$ cat config.mk
export PLATFORM = sky130hd
export DESIGN_NAME = quad_decoder_flat
export DESIGN_NICKNAME = d
export VERILOG_FILES = /design/src/rtl/quad_decoder_if.sv /design/src/rtl/quad_decoder.sv /design/src/flat_wrapper.sv
export SDC_FILE = /design/constraint.sdc
export NUM_CORES = 1
export LEC_CHECK = 0
export ABC_CLOCK_PERIOD_IN_PS = 1400
export CAP_MARGIN = 20
export CORE_AREA = 5 5 44 46
export CTS_CLUSTER_SIZE = 14
export DETAILED_ROUTE_END_ITERATION = 7
export DIE_AREA = 0 0 49 51
export SETUP_SLACK_MARGIN = 0.1
export SLEW_MARGIN = 20
export SYNTH_ARGS = -nofsm -noshare
export SYNTH_HDL_FRONTEND = slang
export SYNTH_SLANG_ARGS = --single-unit
$ cat constraint.sdc
create_clock -name clk -period 1.4 [get_ports clk]
set_clock_uncertainty 0.15 [all_clocks]
set_input_delay 0.42 -clock clk [delete_from_list [all_inputs] [get_ports clk]]
set_output_delay 0.42 -clock clk [all_outputs]
set_load 0.01 [all_outputs]
$ cat src/rtl/quad_decoder_if.sv
// Encoder channel inputs and decoded pulse outputs for quad_decoder.
// The master drives the raw A/B channels; the slave (decoder) returns cw/ccw/err.
interface quad_decoder_if;
    logic a;
    logic b;
    logic cw;
    logic ccw;
    logic err;

    modport master (output a, output b, input cw, input ccw, input err);
    modport slave  (input a, input b, output cw, output ccw, output err);
endinterface

$ cat src/rtl/quad_decoder.sv
// Quadrature decoder: synchronizes A/B, tracks the 2-bit state and emits registered pulses.
// Define QUAD_FILTER_EN to add a per-channel stability filter after the synchronizers.
module quad_decoder #(
    parameter int unsigned SYNC_STAGES = 2,
    parameter int unsigned FILT_LEN    = 4
) (
    input logic           clk,
    input logic           reset_n,
    quad_decoder_if.slave bus
);

`ifdef QUAD_FILTER_EN
    localparam int unsigned PrimeLen = SYNC_STAGES + FILT_LEN - 1;
`else
    localparam int unsigned PrimeLen = SYNC_STAGES;
`endif

    // Bit 1 carries channel A, bit 0 carries channel B throughout.
    logic [SYNC_STAGES-1:0][1:0] sync_q;
    logic [1:0]                  synced;
    logic [1:0]                  s;
    logic [1:0]                  prev_q;
    logic                        init_q;
    logic [4:0]                  prime_q;
    logic                        cw_d, ccw_d, err_d;
    logic                        cw_q, ccw_q, err_q;

    always_ff @(posedge clk or negedge reset_n) begin
        if (!reset_n) begin
            sync_q <= '0;
        end else begin
            sync_q <= {sync_q[SYNC_STAGES-2:0], bus.a, bus.b};
        end
    end

    assign synced = sync_q[SYNC_STAGES-1];

`ifdef QUAD_FILTER_EN
    localparam logic [3:0] FiltMax = 4'(FILT_LEN);

    logic [1:0][3:0] cnt_q, cnt_d;
    logic [1:0]      cand_q;
    logic [1:0]      acc_q;

    always_comb begin
        cnt_d = cnt_q;
        s     = acc_q;
        for (int i = 0; i < 2; i++) begin
            if (synced[i] != cand_q[i]) begin
                cnt_d[i] = 4'd1;
            end else if (cnt_q[i] < FiltMax) begin
                cnt_d[i] = cnt_q[i] + 4'd1;
            end
            // Accept in the cycle the count completes so the filter adds only FILT_LEN-1.
            if (cnt_d[i] == FiltMax) begin
                s[i] = synced[i];
            end
        end
    end

    always_ff @(posedge clk or negedge reset_n) begin
        if (!reset_n) begin
            cnt_q  <= '0;
            cand_q <= '0;
            acc_q  <= '0;
        end else begin
            cnt_q  <= cnt_d;
            cand_q <= synced;
            acc_q  <= s;
        end
    end
`else
    assign s = synced;
`endif

    always_comb begin
        cw_d  = 1'b0;
        ccw_d = 1'b0;
        err_d = 1'b0;
        if (init_q) begin
            case ({prev_q, s})
                4'b00_10, 4'b10_11, 4'b11_01, 4'b01_00: cw_d  = 1'b1;
                4'b00_01, 4'b01_11, 4'b11_10, 4'b10_00: ccw_d = 1'b1;
                4'b00_11, 4'b11_00, 4'b10_01, 4'b01_10: err_d = 1'b1;
                default: ;
            endcase
        end
    end

    // init waits until the reset zeros have drained from the input pipeline, so a level
    // already present at release is loaded into prev instead of being decoded as motion.
    always_ff @(posedge clk or negedge reset_n) begin
        if (!reset_n) begin
            prev_q  <= 2'b00;
            init_q  <= 1'b0;
            prime_q <= '0;
            cw_q    <= 1'b0;
            ccw_q   <= 1'b0;
            err_q   <= 1'b0;
        end else begin
            prev_q <= s;
            cw_q   <= cw_d;
            ccw_q  <= ccw_d;
            err_q  <= err_d;
            if (!init_q) begin
                if (prime_q == 5'(PrimeLen)) begin
                    init_q <= 1'b1;
                end else begin
                    prime_q <= prime_q + 5'd1;
                end
            end
        end
    end

    assign bus.cw  = cw_q;
    assign bus.ccw = ccw_q;
    assign bus.err = err_q;

endmodule

$ cat src/flat_wrapper.sv
// flat-port wrapper written by rule: the top's interface ports become plain ports
module quad_decoder_flat 
#(
    parameter int unsigned SYNC_STAGES = 2,
    parameter int unsigned FILT_LEN    = 4
)
  (clk, reset_n, bus_a, bus_b, bus_cw, bus_ccw, bus_err);
  quad_decoder_if bus_i ();
  input logic clk;
  input logic reset_n;
  input wire logic [$bits(bus_i.a)-1:0] bus_a;
  input wire logic [$bits(bus_i.b)-1:0] bus_b;
  output wire logic [$bits(bus_i.cw)-1:0] bus_cw;
  output wire logic [$bits(bus_i.ccw)-1:0] bus_ccw;
  output wire logic [$bits(bus_i.err)-1:0] bus_err;
  assign bus_i.a = bus_a;
  assign bus_i.b = bus_b;
  assign bus_cw = bus_i.cw;
  assign bus_ccw = bus_i.ccw;
  assign bus_err = bus_i.err;
  quad_decoder #(.SYNC_STAGES(SYNC_STAGES), .FILT_LEN(FILT_LEN)) u_core (.clk(clk), .reset_n(reset_n), .bus(bus_i));
endmodule
==> flow_metrics.py <==
metrics = {
    "worst_setup_path": {
        "start_kind": "register",
        "endpoint_kind": "register",
        "cp.buffers_inverters": 1,
        "path_max_fanout": 3,
        "cp.required_ns": 1.43,
        "slowest_stage": "dfrtp_1",
        "cp.arrival_ns": 1.43,
        "r2r_setup_slack_ns": -0.006,
        "cpPeakStageDelay_ns": 0.41,
        "critPathTopFamily": "flip-flops",
        "crit_chain": "inv_2 -> ha_4 -> nor4b_4 -> nor2_2 -> a22o_1",
        "critPathKind": "register to register",
    },
    "sta": {
        "rsz0062_at_grt": "yes",
        "slew_violations": 0,
        "setup_ws_ns": -0.00625,
        "maxSlewHeadroom": 0.813,
        "fin_tns_setup_ns": -0.00625,
        "hold_viol": 0,
        "finalCritPeriodShare": 1.00,
        "finalSetupViolations": 1,
        "worstMarginPinSlew_ns": 0.280,
        "fmax_mhz": 711,
        "period_minus_slack_ns": 1.41,
        "timing.hold.ws_ns": 0.220,
    },
    "routing": {
        "dr.pass1.iters": 3,
        "viasPerCell": 5.04,
        "totalWireLength_um": 922,
        "vias": 348,
        "drt_iter0_drc": 3,
        "drc_errors": 0,
        "ant_nets": 0,
        "wl_per_cell_um": 13.4,
    },
    "floorplan": {
        "io_pins": 7,
        "die_area_um2": 2500,
        "num_rows": 14,
        "die_y_um": 51,
        "core_um2": 1470,
        "start_util": 0.387,
        "dieWidth_um": 49,
    },
    "placement": {
        "placedCellCount": 63,
        "place_ws_ns": -0.0200,
        "portBuffers": 6,
        "dpl_cell_area_um2": 664,
        "dpl.hpwl_um": 662,
        "gp_congestion": 0.683,
    },
    "clock_network": {
        "cts_tree": "built",
        "clock_path_buffers": 2,
        "ctsHoldBuffers": 0,
        "cts_max_level": 1,
        "cts_root_buf": "clkbuf_4",
        "numCtsBuffers": 3,
        "clock_latency_ns": 0.28,
        "cts.sinks": 15,
        "clkTransAtPathRegs_ns": 0.09,
    },
    "power": {
        "power_leakage_nw": 0.325,
        "power_frac_comb": 0.062,
        "seqPwrFrac": 0.610,
        "p_sw_frac": 0.228,
        "power_density_nw_per_um2": 1070,
        "intPower_mw": 0.580,
        "total_power_mw": 0.752,
        "ir_worst_vdd_v": 0.000486,
        "p_clk_frac": 0.328,
        "p_sw_mw": 0.171,
    },
    "finish": {
        "fill_cells": 136,
        "antenna_cells": 0,
        "instances_no_fill": 69,
        "fin_util": 0.479,
        "num-nets-final": 60,
        "drive_gt1_frac": 0.302,
        "final_area_um2": 704,
        "syn2layout_area_growth_pct": 23.7,
    },
    "yosys": {
        "ys_ff_latch": 15,
        "yosys-top-cells-area": "dfrtp_1 (66%), xnor2_1 (6.2%), xor2_1 (4.6%), ha_1 (4.4%), nor4b_4 (4.2%)",
        "synth.most_common_cell": "dfrtp_1",
        "synth_top_area_cell": "dfrtp_1",
        "yosys-top-cells-count": "dfrtp_1 (15), xnor2_1 (4), xor2_1 (3)",
        "synth_ff_type": "dfrtp_1",
        "ys_warn_count": 0,
        "async_reset_ff_frac": 1.00,
        "avgSynthCellArea_um2": 14.6,
        "synth_edf_count": 0,
        "netlist_area_um2": 569,
        "seq_area_frac_synth": 0.659,
        "synthCells": 39,
        "synth_top_area_frac": 0.659,
        "synth_cell_types": 15,
        "synth.net_count": 45,
    },
    "global_route": {
        "grt-ovfl-total": 0,
        "grt_max_degree": 16,
        "grt_pass1_vias": 379,
        "gr-usage-all-layers": 0.0933,
        "antenna_found_initial": 0,
        "grt_pass1_wl_um": 1750,
    },
    "run": {
        "drv_cap": 0,
    },
    "min_path": {
        "hold_class": "register to register",
    },
    "run_status": {
        "violations": "negative setup slack",
        "outcome": "finished, violations left",
    },
}
[cell families after synthesis]
kind of cell / synth area share
flops: 0.659
simple gates: 0.138
xor+xnor: 0.108
compound gates: 0.0374
buf+inv: 0.0132
fa+ha+maj: 0.0439
[what timing repair did]
action                                  in CTS  in global routing
buffers inserted                             2                  0
gates resized for setup                     15                  0
endpoints found under the setup margin       6                  7
pin swaps                                    2                  0
[cell usage in the layout (no fill, tap or decap), drive strengths merged]
| cell | synthesis | routed |
|---|---|---|
| a22o | 1 | 1 |
| and3 | 2 | 2 |
| buf | 0 | 7 |
| clkbuf | 0 | 3 |
| clkdlybuf4s50 | 0 | 3 |
| clkinv | 0 | 1 |
| dfrtp | 15 | 15 |
| ha | 2 | 2 |
| inv | 2 | 2 |
| nand2b | 1 | 1 |
| nand3 | 2 | 2 |
| nor2 | 1 | 1 |
| nor2b | 2 | 2 |
| nor3b | 1 | 1 |
| nor4b | 1 | 1 |
| o21ai | 1 | 1 |
| o31ai | 1 | 1 |
| xnor2 | 4 | 4 |
| xor2 | 3 | 3 |
[layout make-up]
cell class	instances	area (um2)	share of cell area
Multi-Input combinational cell	22	199	0.282
Tap cell	16	20.0	0.0284
Sequential cell	15	375	0.533
Timing Repair Buffer	10	75.1	0.107
Clock inverter	1	5.00	0.00710
Inverter	2	7.51	0.0107
Clock buffer	3	22.5	0.0320
[per-layer routing]
layer  GRT usage  wire, um  vias up
met5           0         0        -
met4      0.0673         0        0
met3      0.0349        46        0
met2       0.150       472        7
met1       0.101       404      181
li1            -         -      160
[sequential cells by signal (all words and copies together), names as in the netlist]
name            cells
u_core.bus.ccw      1
u_core.init_q       1
u_core.prime_q      5
u_core.sync_q       2
u_core.s            2
u_core.bus.cw       1
u_core.prev_q       2
u_core.bus.err      1
[final timing paths]
check	from	depth (start not counted)	to
setup reg to reg	u_core.prime_q[0]	5	u_core.prime_q[2]
setup / recovery	u_core.prime_q[0]	5	u_core.prime_q[2]
hold / removal	u_core.sync_q[0]	0	u_core.s[0]
max in group asynchronous	reset_n	2	u_core.s[1]
min in group asynchronous	reset_n	2	u_core.prime_q[2]
hold reg to reg	u_core.sync_q[0]	0	u_core.s[0]
[power groups by stage]
stage               combinational (mW)  clock (mW)  sequential, mW
floorplan                       0.0132           0           0.472
global placement                0.0546           0           0.466
detailed placement              0.0561           0           0.468
CTS                             0.0478       0.261           0.459
global route                    0.0541       0.287           0.461
finish                          0.0464       0.246           0.459
[worst register-to-register path, cell delays in order, from the launching register on]
cell     delay (ns)
dfrtp_1        0.41
inv_2          0.09
ha_4           0.13
nor4b_4        0.25
nor2_2         0.09
a22o_1         0.19
Power figures use the tool's default switching activity.
